### src/rtl/serial_adder.sv
// serial_adder
//   Bit-serial adder: {cout,sum} = a + b + cin, computed LSB first, one bit
//   per clock through a single full-add cell and a carry flip-flop.
//   A start accepted in IDLE captures the operands; WIDTH clocks later the
//   result is published together with a one-cycle done pulse and then held
//   until the next completion (or reset).
//
// Ports
//   clk    in   1      rising-edge clock
//   rst    in   1      asynchronous, active-high reset
//   start  in   1      request, sampled only while idle
//   a      in   WIDTH  operand A, captured on the accepted start edge
//   b      in   WIDTH  operand B, captured on the accepted start edge
//   cin    in   1      carry-in, captured on the accepted start edge
//   busy   out  1      high while an addition is in progress
//   done   out  1      one-cycle pulse: sum/cout newly valid
//   sum    out  WIDTH  result bits, held between completions
//   cout   out  1      carry out of bit WIDTH-1, held with sum
module serial_adder #(
  parameter int WIDTH = 8
) (
  input  logic             clk,
  input  logic             rst,
  input  logic             start,
  input  logic [WIDTH-1:0] a,
  input  logic [WIDTH-1:0] b,
  input  logic             cin,
  output logic             busy,
  output logic             done,
  output logic [WIDTH-1:0] sum,
  output logic             cout
);

  localparam int CNT_W = (WIDTH > 1) ? $clog2(WIDTH) : 1;
  localparam logic [CNT_W-1:0] LAST_BIT = CNT_W'(WIDTH - 1);

  localparam logic [0:0] IDLE = 1'b0;
  localparam logic [0:0] BUSY = 1'b1;

  logic [0:0]       state;
  logic [WIDTH-1:0] sh_a;
  logic [WIDTH-1:0] sh_b;
  logic [WIDTH-1:0] sh_s;
  logic             carry;
  logic [CNT_W-1:0] cnt;
  logic [1:0]       fa;

  // Single full-add cell: returns {carry_out, sum_bit}.
  function automatic logic [1:0] full_add(input logic x, input logic y, input logic c);
    logic s_bit;
    logic c_bit;
    s_bit = x ^ y ^ c;
    c_bit = (x & y) | (x & c) | (y & c);
    return {c_bit, s_bit};
  endfunction

  assign fa = full_add(sh_a[0], sh_b[0], carry);

  always_ff @(posedge clk or posedge rst) begin
    if (rst) begin
      state <= IDLE;
      busy  <= 1'b0;
      done  <= 1'b0;
      sum   <= '0;
      cout  <= 1'b0;
      sh_a  <= '0;
      sh_b  <= '0;
      sh_s  <= '0;
      carry <= 1'b0;
      cnt   <= '0;
    end else if (state == IDLE) begin
      // done is a single-cycle pulse, even when a new start is accepted here.
      done <= 1'b0;
      if (start) begin
        sh_a  <= a;
        sh_b  <= b;
        carry <= cin;
        cnt   <= '0;
        busy  <= 1'b1;
        state <= BUSY;
      end
    end else begin
      // One result bit per edge; the new bit enters the sum shifter at the MSB
      // so that after WIDTH edges bit 0 has arrived at position 0.
      done  <= 1'b0;
      carry <= fa[1];
      sh_a  <= sh_a >> 1;
      sh_b  <= sh_b >> 1;
      sh_s  <= {fa[0], sh_s[WIDTH-1:1]};
      cnt   <= cnt + 1'b1;
      if (cnt == LAST_BIT) begin
        // Publish straight from the cell output so the result is visible in
        // the same cycle as done, and never partially updated before then.
        sum   <= {fa[0], sh_s[WIDTH-1:1]};
        cout  <= fa[1];
        done  <= 1'b1;
        busy  <= 1'b0;
        cnt   <= '0;
        state <= IDLE;
      end
    end
  end

endmodule
### config.mk
export PLATFORM = sky130hd
export DESIGN_NAME = serial_adder
export DESIGN_NICKNAME = d
export VERILOG_FILES = /design/src/rtl/serial_adder.sv
export SDC_FILE = /design/constraint.sdc
export NUM_CORES = 1
export LEC_CHECK = 0
export CORE_MARGIN = 4
export CORE_UTILIZATION = 25
export CTS_CLUSTER_DIAMETER = 30
export DETAILED_ROUTE_END_ITERATION = 6
export GPL_TIMING_DRIVEN = 0
export SYNTH_ARGS = -nofsm -noshare
export SYNTH_HDL_FRONTEND = slang
export SYNTH_SLANG_ARGS = --single-unit
### constraint.sdc
create_clock -name clk -period 1.3 [get_ports clk]
set_clock_uncertainty 0.05 [all_clocks]
set_input_delay 0.13 -clock clk [delete_from_list [all_inputs] [get_ports clk]]
set_output_delay 0.13 -clock clk [all_outputs]
set_load 0.01 [all_outputs]
==> results.sh, run 1 <==
export IMPL_grt_pass1_wl_um=5640
export IMPL_grt_use_total_pct=8.71
export IMPL_wl_um=3320
export IMPL_ys_warn_count=0
export IMPL_cts_root_buf="clkbuf_8"
export IMPL_worstPathCellList="ha_2, ha_4, nand2_8, mux2_4"
export IMPL_firstDrtPassIters=4
export IMPL_finalHoldViolations=0
export IMPL_grt_ovfl_total=0
export IMPL_place_congestion=0.731
export IMPL_ys_top_cells_by_area="dfrtp_1 (58%), mux2i_1 (10%), mux2_4 (8.0%)"
export IMPL_critPathCaptureType="flop"
export IMPL_cts_buffer_depth=2
export IMPL_synthArstFlopShare_pct=100
export IMPL_io_pins=31
export IMPL_drive_gt1_share_pct=21.5
export IMPL_route_detailed_drc=0
export IMPL_synth_nets=154
export IMPL_period_share_pct=106
export IMPL_max_cap_violations=0
export IMPL_grt_max_degree=40
export IMPL_die_area_um2=8120
export IMPL_place_area_um2=2110
export IMPL_cts_buffers=5
export IMPL_pre_cts_ws_ns=-0.0848
export IMPL_wl_per_cell_um=13.3
export IMPL_cts_hold_buf=0
export IMPL_cp_required_ns=1.43
export IMPL_hold_class="in -> async"
export IMPL_num_nets_final=195
export IMPL_diodes=0
export IMPL_period_needed_ns=1.37
export IMPL_cpPeakStageDelay_ns=0.39
export IMPL_cp_arrival_ns=1.50
export IMPL_htreeDepth=2
export IMPL_cp_num_buf_inv=0
export IMPL_final_setup_worst_slack_ns=-0.0734
export IMPL_fmax_ghz=0.728
export IMPL_worst_pin_slew_ns=0.789
export IMPL_rsz0062_at_grt="true"
export IMPL_netlist_instances=130
export IMPL_fin_area_um2=2220
export IMPL_fin_cells=249
export IMPL_clk_pin_slew_ns=0.08
export IMPL_power_density_nw_per_um2=2110
export IMPL_ir_drop_mv=0.643
export IMPL_syn_area_um2=1690
export IMPL_crit_type="reg -> reg"
export IMPL_syn2layout_area_growth_pct=31.9
export IMPL_die_x_um=90.1
export IMPL_vias_per_cell=4.39
export IMPL_cts_tree="built"
export IMPL_slew_headroom_pct=47.3
export IMPL_setup_viol_count_final=10
export IMPL_worst_path_dominant_cell_family="adder cells"
export IMPL_violations="setup timing"
export IMPL_leakage_nw=1.08
export IMPL_status="finished, violations left"
export IMPL_mostFrequentLayoutCells="dfrtp_1 (39), clkdlybuf4s50_1 (19), mux2i_1 (17)"
export IMPL_ys_seq_elements=39
export IMPL_cts_sinks=39
export IMPL_grt_pass1_vias=1156
export IMPL_io_buffers=30
export IMPL_seq_area_frac_synth_pct=57.9
export IMPL_ys_types=21
export IMPL_start_kind="flop"
export IMPL_rows=29
export IMPL_synth_edf_count=0
export IMPL_place_inst=237
export IMPL_cp_max_fo=5
export IMPL_antenna_found_initial=0
export IMPL_dieHeight_um=90.1
export IMPL_yosys_area_top_type="dfrtp_1"
export IMPL_initial_utilization_pct=26.1
export IMPL_maxSlewViolCount=0
export IMPL_num_vias=1093
export IMPL_layout_commonest_cell="dfrtp_1"
export IMPL_synth_top_area_share_pct=57.9
export IMPL_dp_hpwl_um=2300
export IMPL_drtIter0Drc=53
export IMPL_clock_latency_ns=0.29
export IMPL_antenna_left=0
export IMPL_coreArea_um2=6460
export IMPL_slowest_stage="dfrtp_1"
export IMPL_syn_avg_cell_area_um2=13.0
export IMPL_ys_flop_type="dfrtp_1"
## path summary, 6_finish.rpt
kind	slack, ns	cells after the start	endpoint	startpoint
setup / recovery	-0.07	4	cout	cnt[1]
hold / removal	0.25	2	sum[4]	rst
setup reg to reg	-0.07	4	cout	cnt[1]
hold reg to reg	0.44	2	sh_a[2]	sh_a[3]
max in group asynchronous	0.44	2	sh_a[4]	rst
min in group clk	0.40	3	sh_a[7]	a[7]
## registers in the layout (all words and copies together), names as in the netlist
register / flops
sh_a: 8
sh_b: 8
sum: 8
sh_s: 7
cnt: 3
busy: 1
carry: 1
cout: 1
done: 1
state: 1
## layout make-up
cell class                 count  area (um^2)
timing repair buffer          33          309
multi-input combinational     82          701
buffer                         7         45.0
inverter                       3         11.3
tap                           77         96.3
sequential                    39          976
fill                         656         4240
clock inverter                 2         12.5
clock buffer                   6         72.6
## per-layer routing
| metal | GRT usage [%] | part of all wire, % | vias up |
|---|---|---|---|
| li1 | - | - | 527 |
| met1 | 11.0 | 49 | 543 |
| met2 | 14.1 | 46 | 18 |
| met3 | 2.50 | 2.9 | 5 |
| met4 | 3.44 | 1.8 | 0 |
| met5 | 0 | 0 | - |
## Yosys cell counts (2+ instances only)
master   number
nor2_1        5
mux2_2        7
mux2i_1      17
dfrtp_1      39
o21ai_0      16
mux2_4        9
buf_2         3
buf_4         2
nand2_1      16
inv_1         3
ha_1          3
## metrics by stage
| stage | total power [mW] | utilization, % | hold slack (ns) | setup TNS [ns] |
|---|---|---|---|---|
| final | 4.69 | 34.4 | 0.253 | -0.595 |
| after global routing | 5.05 | 34.4 | 0.332 | -1.07 |
| after CTS | 4.70 | 34.2 | 0.285 | -0.660 |
| after detailed placement | 3.92 | 32.6 | 0.420 | -1.54 |
| after global placement | 3.87 | 32.6 | 0.415 | -26.99 |
| after floorplan | 3.25 | - | 0.236 | -0.0622 |
## kinds of logic (layout without fill, tap and decap cells)
family          Yosys count  after routing  synth area share, %
flops                    39             39                 57.9
mux                      33             33                 22.8
simple gates             24             25                 6.16
compound gates           20             20                 6.38
buf+inv                  10             51                 3.34
fa+ha+maj                 4              4                 3.42
## power breakdown
part / total [mW] / switching, mW / internal [mW]
clock: 0.791 / 0.416 / 0.375
sequential: 2.03 / 0.306 / 1.72
combinational: 1.87 / 0.844 / 1.03
total: 4.69 / 1.57 / 3.13
## what timing repair did
item | 4_1_cts | 5_1_grt
setup buffers | 3 | 0
gates cloned | 1 | 0
pin swaps | 0 | 1
gates resized for setup | 11 | 2
setup endpoints to repair | 21 | 10
Note: power is estimated with default switching activity, not from simulation.
==> run 2: changes to the inputs <==
CORE_MARGIN = 2   (was 4)
==> run 2 against run 1 <==
- the run still ends with setup timing left
- largest power group unchanged
- largest cell class unchanged
- die area down 8.7%
- combinational power about the same
- fmax up 1.2%
==> results.sh, run 2 (synthesis gave the netlist of run 1 again) <==
export IMPL_pre_cts_ws_ns=-0.0658
export IMPL_grt_max_degree=40
export IMPL_dieHeight_um=86.1
export IMPL_use_met2_pct=15.1
export IMPL_status="finished, violations left"
export IMPL_die_x_um=86.1
export IMPL_rsz0062_at_grt="true"
export IMPL_rows=29
export IMPL_ir_drop_mv=0.683
export IMPL_setup_viol_count_final=10
export IMPL_period_share_pct=104
export IMPL_power_density_nw_per_um2=2200
export IMPL_diodes=0
export IMPL_gr_usage_met1_pct=14.1
export IMPL_cts_root_buf="clkbuf_8"
export IMPL_mostFrequentLayoutCells="dfrtp_1 (39), clkdlybuf4s50_1 (19), mux2i_1 (17)"
export IMPL_layout_commonest_cell="dfrtp_1"
export IMPL_fill_cells=648
export IMPL_slew_headroom_pct=45.6
export IMPL_cts_tree="built"
export IMPL_grt_ovfl_total=0
export IMPL_syn2layout_area_growth_pct=34.4
export IMPL_num_nets_final=195
export IMPL_worst_pin_slew_ns=0.814
export IMPL_period_needed_ns=1.36
export IMPL_drive_gt1_share_pct=22.1
export IMPL_start_kind="flop"
export IMPL_wl_per_cell_um=13.5
export IMPL_cts_buffer_depth=2
export IMPL_final_setup_worst_slack_ns=-0.0572
export IMPL_violations="setup timing"
export IMPL_clk_pin_slew_ns=0.08
export IMPL_cp_arrival_ns=1.48
export IMPL_htreeDepth=2
export IMPL_dp_hpwl_um=2230
export IMPL_coreArea_um2=6420
export IMPL_num_vias=1089
export IMPL_critPathCaptureType="flop"
export IMPL_reg_top3="sh_a: 8 flops, sh_b: 8 flops, sum: 8 flops"
export IMPL_grt_pass1_wl_um=5780
export IMPL_busiest_layer="met2"
export IMPL_fin_area_um2=2270
export IMPL_leakage_nw=1.10
export IMPL_place_area_um2=2110
export IMPL_ff2ff_path_depth=4
export IMPL_cts_sinks=39
export IMPL_max_cap_violations=0
export IMPL_vias_per_cell=4.37
export IMPL_route_detailed_drc=0
export IMPL_hold_class="in -> async"
export IMPL_grt_use_met3_pct=2.69
export IMPL_cp_max_fo=5
export IMPL_firstDrtPassIters=4
export IMPL_grt_use_total_pct=10.2
export IMPL_fmax_ghz=0.737
export IMPL_io_pins=31
export IMPL_wl_um=3360
export IMPL_grt_pass1_vias=1120
export IMPL_die_area_um2=7410
export IMPL_initial_utilization_pct=26.2
export IMPL_io_buffers=30
export IMPL_clock_latency_ns=0.29
export IMPL_cts_hold_buf=0
export IMPL_antenna_left=0
export IMPL_antenna_found_initial=0
export IMPL_cts_buffers=5
export IMPL_maxSlewViolCount=0
export IMPL_place_congestion=0.726
export IMPL_cp_required_ns=1.42
export IMPL_crit_type="reg -> reg"
export IMPL_drtIter0Drc=45
export IMPL_finalHoldViolations=0
[run 2: cell types whose count changed in the layout (fill, tap and decap cells not counted), sizes merged]
cell	change
bufinv	+1
clkinvlp	-1
[run 2: where the power goes]
| part | switching (mW) | internal [mW] | total [mW] |
|---|---|---|---|
| sequential | 0.320 | 1.72 | 2.04 |
| clock | 0.426 | 0.621 | 1.05 |
| combinational | 0.839 | 1.06 | 1.90 |
[run 2: path summary, 6_finish.rpt]
check                        start  endpoint  slack, ns
setup / recovery            cnt[0]    sum[1]      -0.06
hold / removal                 rst    sum[0]       0.26
setup reg to reg            cnt[0]    sum[1]      -0.06
hold reg to reg            sh_a[3]   sh_a[2]       0.43
max in group asynchronous      rst   sh_b[2]       0.41
min in group clk              a[7]   sh_a[7]       0.40
[run 2: what timing repair did]
item,in CTS,in global routing
cloned,1,0
hold endpoints to repair,0,0
setup buffers,1,2
pin swaps,4,2
endpoints found under the setup margin,21,10
resized for setup,12,2
[run 2: area by class of cell]
class / count / area [um^2] / share of cell area [%]
Tap cell: 77 / 96.3 / 4.25
Clock inverter: 2 / 35.0 / 1.55
Timing Repair Buffer: 33 / 309 / 13.6
Inverter: 3 / 11.3 / 0.497
Multi-Input combinational cell: 82 / 711 / 31.4
Buffer: 7 / 45.0 / 1.99
Sequential cell: 39 / 976 / 43.1
Clock buffer: 6 / 82.6 / 3.64
[run 2: metal layers]
layer	part of all wire [%]	vias up
met3	2.8	4
met1	49	541
met5	0	-
met2	47	15
li1	-	529
met4	1.2	0
[run 2: through the flow]
stage	hold WS [ns]	util, %	power, mW	TNS [ns]	std cells
6_report	0.259	35.3	4.99	-0.453	249
5_1_grt	0.330	35.3	5.37	-0.787	249
4_1_cts	0.298	34.9	4.98	-0.537	247
3_5_place_dp	0.419	32.8	3.91	-1.31	237
3_3_place_gp	0.414	32.8	3.87	-27.75	237
2_1_floorplan	0.236	-	3.25	-0.0622	130
[run 2: worst max-delay path, cell delays in order, from the launching register on]
cell and delay [ns]:
dfrtp_1 0.42, ha_4 0.18, ha_4 0.20, nand2_8 0.09, mux2_4 0.30
==> run 3: changes to the inputs <==
HOLD_SLACK_MARGIN = 0.08   (was unset)
==> results of run 3 <==
The final DEF is identical to that of run 2; final timing and power are the same.
